--- src/rtl/ex_div.sv ---
// ex_div: iterative 32-bit integer divider for the EX stage.
// Signed and unsigned divide and remainder (DIV/DIVU/REM/REMU). The normal path
// runs a 32-step restoring divide, one quotient bit per cycle. A zero divisor and
// signed overflow (0x80000000 / -1) finish in one cycle without iterating.
//
// Ports:
//   clk         rising-edge clock
//   rst         synchronous active-high reset
//   start_i     request a divide (only looked at in IDLE)
//   signed_i    1 = two's complement operands
//   rem_i       1 = return remainder, 0 = return quotient
//   dividend_i  dividend, sampled on the accept edge
//   divisor_i   divisor, sampled on the accept edge
//   annul_i     pipeline flush, abandons a divide in progress
//   result_o    registered result, valid while ready_o is high
//   ready_o     one-cycle pulse marking result_o valid
//   stallreq_o  combinational stall request to the pipeline controller
module ex_div (
    input  logic        clk,
    input  logic        rst,
    input  logic        start_i,
    input  logic        signed_i,
    input  logic        rem_i,
    input  logic [31:0] dividend_i,
    input  logic [31:0] divisor_i,
    input  logic        annul_i,
    output logic [31:0] result_o,
    output logic        ready_o,
    output logic        stallreq_o
);

    typedef enum logic [1:0] {
        StIdle = 2'd0,
        StRun  = 2'd1,
        StDone = 2'd2
    } state_e;

    state_e      state_q;
    logic [5:0]  count_q;
    logic [31:0] prem_q;    // partial remainder
    logic [31:0] quo_q;     // dividend bits shift out the top, quotient bits shift in
    logic [31:0] dvsr_q;    // |divisor|
    logic [31:0] result_q;
    logic        sgn_q;
    logic        rem_sel_q;
    logic        dvd_neg_q;
    logic        dvs_neg_q;

    // Operand decode for the accept cycle
    logic        div_zero;
    logic        div_ovf;
    logic        dvd_neg;
    logic        dvs_neg;
    logic [31:0] dvd_abs;
    logic [31:0] dvs_abs;

    always_comb begin
        div_zero = (divisor_i == 32'd0);
        div_ovf  = signed_i && (dividend_i == 32'h8000_0000) && (divisor_i == 32'hFFFF_FFFF);
        dvd_neg  = signed_i && dividend_i[31];
        dvs_neg  = signed_i && divisor_i[31];
        dvd_abs  = dvd_neg ? (32'd0 - dividend_i) : dividend_i;
        dvs_abs  = dvs_neg ? (32'd0 - divisor_i) : divisor_i;
    end

    // One restoring step. The shifted remainder needs 33 bits; after a successful
    // subtract the difference always fits back in 32.
    logic [32:0] shifted;
    logic        ge;
    logic [31:0] diff;
    logic [31:0] step_rem;
    logic [31:0] step_quo;
    logic [31:0] fin_quo;
    logic [31:0] fin_rem;

    always_comb begin
        shifted  = {prem_q, quo_q[31]};
        ge       = (shifted >= {1'b0, dvsr_q});
        diff     = shifted[31:0] - dvsr_q;
        step_rem = ge ? diff : shifted[31:0];
        step_quo = {quo_q[30:0], ge};
        // Sign fix-up gives truncation toward zero
        fin_quo  = (sgn_q && (dvd_neg_q ^ dvs_neg_q)) ? (32'd0 - step_quo) : step_quo;
        fin_rem  = (sgn_q && dvd_neg_q) ? (32'd0 - step_rem) : step_rem;
    end

    always_ff @(posedge clk) begin
        if (rst) begin
            state_q   <= StIdle;
            count_q   <= 6'd0;
            prem_q    <= 32'd0;
            quo_q     <= 32'd0;
            dvsr_q    <= 32'd0;
            result_q  <= 32'd0;
            sgn_q     <= 1'b0;
            rem_sel_q <= 1'b0;
            dvd_neg_q <= 1'b0;
            dvs_neg_q <= 1'b0;
        end else begin
            case (state_q)
                StIdle: begin
                    if (start_i && !annul_i) begin
                        if (div_zero) begin
                            result_q <= rem_i ? dividend_i : 32'hFFFF_FFFF;
                            state_q  <= StDone;
                        end else if (div_ovf) begin
                            result_q <= rem_i ? 32'd0 : 32'h8000_0000;
                            state_q  <= StDone;
                        end else begin
                            prem_q    <= 32'd0;
                            quo_q     <= dvd_abs;
                            dvsr_q    <= dvs_abs;
                            sgn_q     <= signed_i;
                            rem_sel_q <= rem_i;
                            dvd_neg_q <= dvd_neg;
                            dvs_neg_q <= dvs_neg;
                            count_q   <= 6'd0;
                            state_q   <= StRun;
                        end
                    end
                end
                StRun: begin
                    if (annul_i) begin
                        state_q <= StIdle;
                    end else begin
                        prem_q  <= step_rem;
                        quo_q   <= step_quo;
                        count_q <= count_q + 6'd1;
                        if (count_q == 6'd31) begin
                            result_q <= rem_sel_q ? fin_rem : fin_quo;
                            state_q  <= StDone;
                        end
                    end
                end
                StDone: begin
                    state_q <= StIdle;
                end
                default: begin
                    state_q <= StIdle;
                end
            endcase
        end
    end

    assign result_o   = result_q;
    assign ready_o    = !rst && (state_q == StDone) && !annul_i;
    assign stallreq_o = !rst && (((state_q == StIdle) && start_i && !annul_i) ||
                                 (state_q == StRun));

endmodule

--- config.mk ---
export PLATFORM = sky130hd
export DESIGN_NAME = ex_div
export DESIGN_NICKNAME = d
export VERILOG_FILES = /design/src/rtl/ex_div.sv
export SDC_FILE = /design/constraint.sdc
export NUM_CORES = 1
export LEC_CHECK = 0
export CELL_PAD_IN_SITES_DETAIL_PLACEMENT = 2
export CELL_PAD_IN_SITES_GLOBAL_PLACEMENT = 2
export CORE_ASPECT_RATIO = 0.5
export CORE_UTILIZATION = 37
export CTS_CLUSTER_DIAMETER = 50
export DETAILED_ROUTE_END_ITERATION = 10
export GPL_TIMING_DRIVEN = 0
export PLACE_DENSITY_LB_ADDON = 0.12
export SYNTH_ARGS = -nofsm -noshare
export SYNTH_HDL_FRONTEND = slang
export SYNTH_SLANG_ARGS = --single-unit
--- constraint.sdc ---
create_clock -name clk -period 15.5 [get_ports clk]
set_clock_uncertainty 0.1 [all_clocks]
set_input_delay 4.65 -clock clk [delete_from_list [all_inputs] [get_ports clk]]
set_output_delay 4.65 -clock clk [all_outputs]
set_load 0.02 [all_outputs]
After elaboration in Yosys (flattened, before gate mapping)
Index checks and enable logic that the tools add are counted.

storage, ports and cells
  register bits = 140
  output and inout port bits = 34
  word-level logic and storage cells = 89

cells by class
  add/subtract/negate cells = 6
  order comparisons = 1
  eq/ne operators = 12
  muxes and demuxes = 35
  bitwise gates (word level) = 3
  reductions and logical operators = 22

operators with widths
  cell                   number
  $mux 32                21
  $pmux 32 s2            3
  $sub 1x32->32 const A  4
  $eq 32x32->1 const B   2
  $ge 33x32->1           1
  $logic_not 32->1       1
  $sub 32x32->32         1
  $mux 6                 4
  $logic_and 1x1->1      12
  $pmux 6 s2             1
  $mux 2                 5
  $ne 2x2->1 const B     5
  $reduce_and 5->1       2
  $add 6x1->6 const B    1
  $eq 6x5->1 const B     1
  $ne 3x3->1 const B     2
  $pmux 2 s2             1
  $reduce_and 4->1       1
  $eq 2x1->1 const B     1
  $eq 2x2->1 const B     1
  $logic_not 1->1        2
  $logic_not 2->1        1
  $not 1->1              2
  $reduce_and 2->1       1
  other kinds (3)        3

Longest topological paths before layout
Gate-level depths: netlist (run 1).

  depth after elaboration = 8
  gate-level depth with buffers = 26

Worst setup path before layout (run 1)
Ideal clock, no wire load.

  kind = input -> output
  from = in rst
  to = out ready_o
  arrival = 5750 ps
  slack = 5000 ps
  stages = 3
  path buffers = 2
  path through = clkbuf_1 -> clkbuf_1 -> nor4b_1

between the ends
  word-level cells in the longest chain between the ends = 3

RTL lines
  item                            line  RTL
  start, declared                 20    input logic rst,
  $logic_not 1->1                 146   assign ready_o = !rst && (state_q == StDone) && !annul_i;
  $logic_and 1x1->1 (2 in a row)  146
  end, declared                   28    output logic ready_o,

No other way between the ends.

Worst setup path after layout (run 1)
Same ends and word-level chain as after synthesis.

==> results.md, run 1 <==
- The flow ran to the end, and the final reports show no timing, DRC or antenna violations.
- The multiplexer area fraction after synthesis is 2.32%.
- The final instance area is 14200 um^2.
- Clock-pin slew was measured on the worst setup and hold paths at ~60 ps.
- The worst hold path begins at dvsr_q[31]$_SDFFE_PP0P_.
- The cell taking the most area after synthesis is sky130_fd_sc_hd__dfxtp_1.
- From synthesis to final layout, the design area changed by 18.0%.
- Counting every sink on the clock net gives 140.
- The number of storage elements in the synthesis netlist is 140.
- Routability-driven placement finished with a final weighted congestion of 0.917.
- Counting flops with a built-in enable in the synthesized netlist gives 0.
- The kind of launch point of the worst setup path is a primary input.
- The top fanout value on the critical path is 10.
- The clock passes through at most 2 buffers.
- The total global routing overflow is 0.
- The overall track demand over capacity in global routing is 36.8%.
- TritonCTS created 17 clock buffers.
- From bottom edge to top edge, the die measures 130 um.
- Once detailed placement completed, the half-perimeter wirelength came to 47.9 mm.
- The number of nets in the final layout is roughly 1900.
- The fraction of post-synthesis cell area in the top cell type by area is 23.2%.
- The library cells used most frequently in the layout, excluding fill and tap cells, are sky130_fd_sc_hd__nor2_1, sky130_fd_sc_hd__a21oi_1, sky130_fd_sc_hd__dfxtp_1.
- The max-slew violation count is 0.
- Setup repair after global routing left no endpoint under its margin.
- The count of nets left with antenna violations once routing finished came out at 0.
- In the finished design, the share of the clock period the worst path needs comes to about three quarters.
- In this run the clock root is driven by a sky130_fd_sc_hd__clkbuf_16.
- The post-placement cell count is 2192.
- The distinct cell type count of the synthesized netlist is 99.
- After Yosys synthesis, full adders, half adders and majority gates account for between 4 and 5% of the synthesized area.
- The net count after synthesis is 1767.
- The type of the most critical hold path is reg -> reg.
- The DRC marker count from the first detailed-route iteration is 1226.
- The count of hold-fix buffers inserted at cts is 0.
- The first TritonRoute pass finished after 5 iterations.
- The detailed router placed 14100 vias in this run.
- The repair_antennas step left the layout with diodes totalling 0.
- Entering global routing, the biggest net connects 17 pins.
- The highest clock frequency the design can meet is between 80 and 90 MHz.
- Summing the areas of all xor and xnor instances in the mapped netlist gives about 8.5% of the synthesized area.
- The shortest period the worst path allows is 11370 ps.
- The clock latency of the later-clocked register in the worst-skew pair is approximately 460 ps.
- The proportion of layout cells with a drive suffix above 1 is around 5.7%.
- TritonCTS built the clock tree.
- Total power for the finished layout comes to about 1.2 mW.
- The cell area reported after detailed placement is around 14000 um^2.
- The global-route wire length before repair is 91.9 mm.
- The post-cts gate resize count is 0.
- In the routed design, unresolved DRC markers number 0.
- The data arrival time of the worst path is approximately 6600 ps.
- The number of instances in the synthesized netlist is between 1500 and 2000.
- For this run, the leading register cell type out of synthesis is sky130_fd_sc_hd__dfxtp_1.
- The library cell used most frequently in the layout, excluding fill and tap cells, is sky130_fd_sc_hd__nor2_1.
- The floorplan step set the die width to 257 um.
- The normalized max-slew margin is 6.60%.
- The placeable core area is 31900 um^2.
- The launching element of the worst setup path is rst.
- Counting flops with an async set or reset pin after synthesis yields a share of 0%.
- The final non-filler cell total is 2224.
- Across the run, the number of max-cap violations was 0.
- VDD sags by at most 0.0864 mV.
- The buffer count from post-CTS setup fixing is 0.
- The leakage power is roughly 5.1 nW.
- After Yosys synthesis, and, or, nand and nor cells account for 26.4% of the synthesized area.
- After detailed routing, the average wire length per cell comes to 27.7 um.
- Port buffering added 102 buffers.
- The critical setup path kind is in -> out.
- The CTS H-tree depth is 4.
- The largest family of logic cells by synthesized area is compound AO/OA/AOI/OAI gates.
- For this design the ratio of total power to cell area is between 80 and 90 nW/um^2.
- The required time of the critical path is 10750 ps.
- For this configuration, the core starts out at a cell density of 37.8%.
- The initial antenna violation count was 2.
- The worst register-to-register path begins at prem_q[23]$_SDFFE_PP0P_.
- The count of endpoints failing setup in the final report is 0.
- Sequential elements use 23.2% of the synthesized area.
- The die covers 33400 um^2.
- The nature of the critical path endpoint is an output pin.
- After synthesis, the cell types taking the most area are sky130_fd_sc_hd__dfxtp_1, sky130_fd_sc_hd__nor2_1, sky130_fd_sc_hd__a21oi_1, sky130_fd_sc_hd__xor2_1, sky130_fd_sc_hd__a211oi_1.
- Summing the areas of all compound-gate instances in the mapped netlist gives between 20 and 30% of the synthesized area.
- The synthesized cell area is approximately 12000 um^2.
- Row generation in the floorplan step produced 46 rows.
- Setup total negative slack on the finished layout was measured at 0 ps.
- After detailed routing, the number of vias per cell comes to roughly 6.3.
- Yosys printed 0 warnings.
- The number of I/O pins is 104.
- Each instance of the synthesized netlist takes up on average 7.27 um^2.
- The routed design has roughly 62 mm of wire.
- The actual transition at the worst max-transition pin is about 1400 ps.
- The final hold violation count is 0.
- The number of global-route vias before repair is 14700.
==> worst paths after layout <==
kind	endpoint	slack [ps]	cells past startpoint
setup / recovery	ready_o	4130	4
hold / removal	dvsr_q[31]$_SDFFE_PP0P_	370	2
setup reg to reg	result_o[22]$_SDFFE_PP0P_	8970	22
hold reg to reg	dvsr_q[31]$_SDFFE_PP0P_	370	2
==> routing by layer <==
metal,track usage (%),share of wire (%),vias to the layer above
li1,-,-,6309
met1,49.9,47,7183
met2,58.6,44,493
met3,7.34,6.9,95
met4,12.2,2.5,0
met5,0,0,-
==> cells in the mapped netlist, types with 38 or more instances <==
cell,n
sky130_fd_sc_hd__inv_1,52
sky130_fd_sc_hd__nor2_1,233
sky130_fd_sc_hd__clkbuf_1,94
sky130_fd_sc_hd__a21oi_1,148
sky130_fd_sc_hd__ha_1,38
sky130_fd_sc_hd__nor3_1,49
sky130_fd_sc_hd__o21ai_0,100
sky130_fd_sc_hd__xor2_1,61
sky130_fd_sc_hd__nand2_1,132
sky130_fd_sc_hd__a211oi_1,67
sky130_fd_sc_hd__xnor2_1,56
sky130_fd_sc_hd__dfxtp_1,140
==> critical path: stages <==
cell and delay (ps):
sky130_fd_sc_hd__clkbuf_1 180, sky130_fd_sc_hd__clkbuf_1 380, sky130_fd_sc_hd__nor4b_1 670, sky130_fd_sc_hd__clkdlybuf4s50_1 730
==> cells by family after synthesis <==
| kind of cell | count (synthesis) |
|---|---|
| simple gates | 637 |
| flops | 140 |
| compound gates | 531 |
| xor+xnor | 117 |
| fa+ha+maj | 39 |
| buf+inv | 167 |
| mux | 27 |
==> through the flow <==
step	setup slack (ps)	hold slack, ps	utilization [%]
6_report	4130	366	44.6
5_1_grt	4200	387	44.6
4_1_cts	4200	361	44.6
3_5_place_dp	4190	351	42.7
3_3_place_gp	4270	346	42.7
2_1_floorplan	5000	332	-
==> where the power goes <==
| group | switching [mW] | internal (mW) |
|---|---|---|
| combinational | 0.244 | 0.120 |
| sequential | 0.0146 | 0.374 |
| clock | 0.193 | 0.252 |
==> area by class of cell <==
class                      instances  area (um^2)
inverter                          53          201
buffer                           114          503
clock inverter                    11          135
fill                            3772        17700
tap                              432          541
timing repair buffer             102         1020
clock buffer                      21          470
multi-input combinational       1351         8560
sequential                       140         2800
==> sequential cells by signal, summed over array words and instances, names as in the netlist <==
signal	flops
dvs_neg_q	1
prem_q	32
rem_sel_q	1
dvd_neg_q	1
dvsr_q	32
quo_q	32
result_o	32
count_q	6
state_q	2
sgn_q	1
Power figures use the tool's default switching activity.
==> run 2: changes to the inputs <==
- CORE_UTILIZATION: 37 -> 34
- clock period: 15.5 -> 11.6 ns (I/O delays scaled with it)
==> run 2 against run 1 <==
Critical path depth is the same. Wire length shrank 2.6%. Sequential share of layout area shrank 0.12 points. First-iteration DRC count shrank 17%. Combinational power grew 32%. Global-route usage shrank 3.6 points. Critical path type unchanged. Largest cell class unchanged.
==> results.md, run 2 (synthesized netlist as in run 1, its figures left out) <==
- The clock tree buffer depth is 2 (unchanged).
- From synthesis to final layout, the design area changed by 18.8%.
- The leakage power is 5.17 nW (+0.41%).
- The number of nets in the final layout was 1888 (unchanged).
- The estimated wirelength of the detail-placed design is 47.5 mm (-0.82%).
- The remaining routing DRC violations is 0 (unchanged).
- The longest individual stage delay on the worst path came to 710 ps (-20 ps).
- The total CTS buffers came to 17 (unchanged).
- The CTS H-tree depth is 4 (unchanged).
- The actual transition at the worst max-transition pin was 1370 ps (-11.9 ps).
- The data arrival time of the worst path was 5370 ps (-1250 ps).
- The clock-pin slew on the worst setup and hold paths is 60 ps (about the same).
- The critical setup path kind is in -> out.
- The CTS tree is done.
- The total net switching power is 0.582 mW (+29%).
- The number of inserted filler cells in the final layout is 4097 (+8.6%).
- The library cell used most frequently in the layout, excluding fill and tap cells, is sky130_fd_sc_hd__nor2_1.
- In this design, the critical path's most frequently occurring cell is sky130_fd_sc_hd__clkbuf_1.
- The y dimension of the die came to 135 um (+4.3%).
- The number of cells on the worst hold path is 2 (unchanged).
- The worst setup path is captured at an output pin.
- The combinational share of power was 29.7% (-0.7 points).
- Tracing the worst setup path back leads to its startpoint at rst.
- The run finished with clean final reports.
- The shortest period the worst path allows is 8950 ps.
- The max-slew violation count was 0 (unchanged).
- The mean routed wirelength per cell is 26.4 um (-4.6%).
- The routed wire length was 59.9 mm (-2.6%).
- The final setup TNS is 0 ps (unchanged).
- The first-pass detailed-route iteration total is 5 (unchanged).
- Timing would allow up to 112 MHz.
- The areal power density over the cells is 113 nW/um^2 (+34%).
- The via count came to 13800 (-1.8%).
- Walking the worst path, the cells encountered are clkbuf_1, clkbuf_1, nor4b_1, clkdlybuf4s50_1.
- The buffer and inverter count on the worst path is 3 (unchanged).
- The area used by multi-input combinational logic is 8560 um^2 (unchanged).
- The count of input and output buffers is 102 (unchanged).
- The startpoint identified for the worst hold timing path is dvsr_q[31]$_SDFFE_PP0P_.
- The horizontal die dimension is 268 um (+4.3%).
- The routability congestion estimate came to 0.921 (+0.47%).
- The number of I/O pins is 104 (unchanged).
- The count of hold-fix buffers inserted at cts was 0 (unchanged).
- The buffer count from post-CTS setup fixing was 0 (unchanged).
- The post-cts gate resize count came to 0 (unchanged).
- The smallest hold slack is 364 ps (-1.28 ps).
- The overall track demand over capacity in global routing is 33.2% (-3.6 points).
- Setup repair after global routing left no endpoint under its margin.
- The normalized max-slew margin is 7.40% (+0.80 points).
- The family with the most delay on the worst path is buffers and inverters.
- The clock latency of the later-clocked register in the worst-skew pair is 460 ps (about the same).
- The largest net degree at the start of global routing is 17 (unchanged).
- The cell depth of the worst flop-to-flop path came to 22 (unchanged).
- The global-route wire length before repair is 90.2 mm (-1.8%).
- The top fanout value on the critical path is 10 (unchanged).
- The DRC marker count from the first detailed-route iteration is 1019 (-17%).
- The share of total power in the clock network is 38.2% (+1.1 points).
- The total global routing overflow was 0 (unchanged).
- The cell at the slowest stage of the critical path is sky130_fd_sc_hd__clkdlybuf4s50_1.
- The number of global-route vias before repair is 14600 (-0.25%).
- The worst-case vdd ir drop is 0.113 mV (+30%).
- The final hold violation count is 0 (unchanged).
- The relative contribution of sequential cells to total power came to 32.1% (-0.3 points).
- The initial antenna violation count is 1 (-1).
- The net switching share of the total power is 36.0% (-1.8 points).
- The max-cap violation count is 0 (unchanged).
- The root buffer selected by CTS is sky130_fd_sc_hd__clkbuf_16.
- The starting density of the core is 34.7% (-3.1 points).
- The count of standard-cell rows is 48 (+4.3%).
- The share of the clock period used by the worst path after layout is 77.1%.
- In this run the critical register-to-register path is launched from prem_q[21]$_SDFFE_PP0P_.
- The die outline area is 36300 um^2 (+8.7%).
- The register cell area after layout came to 2800 um^2 (unchanged).
- The proportion of layout cells with a drive suffix above 1 was 5.75% (unchanged).
- The detail-routed via count per cell is 6.09 (-3.8%).
- The residual antenna-violating net count after detailed routing is 0 (unchanged).
- The placeable core area is 34700 um^2 (+8.9%).
- The internal reg-to-reg setup slack was 5100 ps (-3870 ps).
- The required time of the critical path is 8020 ps (-2730 ps).
- The internal power summed over all cells came to 1.04 mW (+39%).
- The kind of launch point of the worst setup path is a primary input.
- In the layout the commonest cells are sky130_fd_sc_hd__nor2_1, sky130_fd_sc_hd__a21oi_1, sky130_fd_sc_hd__dfxtp_1.
- The path length in cells of the critical path is 4 (unchanged).
- The count of endpoints failing setup in the final report was 0 (unchanged).
- The clock sink total was 140 (unchanged).
- The type of the most critical hold path is reg -> reg.
==> run 2: changes by cell type in the layout (fill, tap and decap cells not counted), sizes merged <==
cell,change
clkinv,+1
inv,-2
bufinv,+2
clkinvlp,-1
diode,+2
==> run 2: layer usage <==
| layer | vias to the layer above | routed length, um | GRT usage, % |
|---|---|---|---|
| met1 | 7043 | 28500 | 45.6 |
| met4 | 0 | 1290 | 10.0 |
| met5 | - | 0 | 0 |
| met3 | 81 | 3760 | 6.51 |
| li1 | 6312 | - | - |
| met2 | 384 | 26400 | 52.4 |
==> run 2: path summary, 6_finish.rpt <==
kind                          endpoint
max                            ready_o
min            dvsr_q[31]$_SDFFE_PP0P_
max reg2reg  result_o[18]$_SDFFE_PP0P_
min reg2reg    dvsr_q[31]$_SDFFE_PP0P_
==> run 2: final cells by class <==
| class | count | area share [%] |
|---|---|---|
| buffer | 114 | 3.51 |
| antenna | 2 | 0.0349 |
| tap | 475 | 4.15 |
| clock buffer | 21 | 3.28 |
| multi-input combinational | 1351 | 59.8 |
| sequential | 140 | 19.6 |
| clock inverter | 11 | 1.15 |
| inverter | 53 | 1.41 |
| timing repair buffer | 102 | 7.13 |
==> run 2: metrics by stage <==
stage	power, mW	setup WS [ps]	area (um^2)	std cells	utilization [%]
after global routing	1.67	2620	14300	2267	41.2
after floorplan	0.818	3440	12100	1658	-
after CTS	1.61	2650	14300	2267	41.2
after detailed placement	0.995	2660	13700	2235	39.4
after global placement	0.974	2650	13700	2235	39.4
final	1.62	2650	14300	2269	41.3
==> run 2: power by group through the flow <==
stage               logic [mW]  clock network, mW  registers, mW
finish                   0.481              0.618          0.519
global placement         0.447                  0          0.527
CTS                      0.472              0.619          0.518
global route             0.513              0.640          0.521
detailed placement       0.466                  0          0.529
floorplan                0.296                  0          0.522
==> run 2: worst reg2reg max path, stage by stage (launching register included) <==
cell	delay [ps]
sky130_fd_sc_hd__dfxtp_1	510
sky130_fd_sc_hd__ha_1	300
sky130_fd_sc_hd__clkbuf_1	200
sky130_fd_sc_hd__a21oi_1	210
sky130_fd_sc_hd__o21ai_0	250
sky130_fd_sc_hd__a221oi_1	490
sky130_fd_sc_hd__o311a_4	390
sky130_fd_sc_hd__nand2_8	90
sky130_fd_sc_hd__buf_12	170
sky130_fd_sc_hd__buf_12	150
sky130_fd_sc_hd__buf_8	150
sky130_fd_sc_hd__buf_4	210
sky130_fd_sc_hd__o21ai_0	500
sky130_fd_sc_hd__ha_1	430
sky130_fd_sc_hd__nand4b_1	180
sky130_fd_sc_hd__or3_1	370
sky130_fd_sc_hd__or3_1	320
sky130_fd_sc_hd__nor3_1	190
sky130_fd_sc_hd__a41oi_2	130
sky130_fd_sc_hd__o21ai_0	280
sky130_fd_sc_hd__xnor2_1	160
sky130_fd_sc_hd__a211oi_1	480
sky130_fd_sc_hd__nor3_1	110
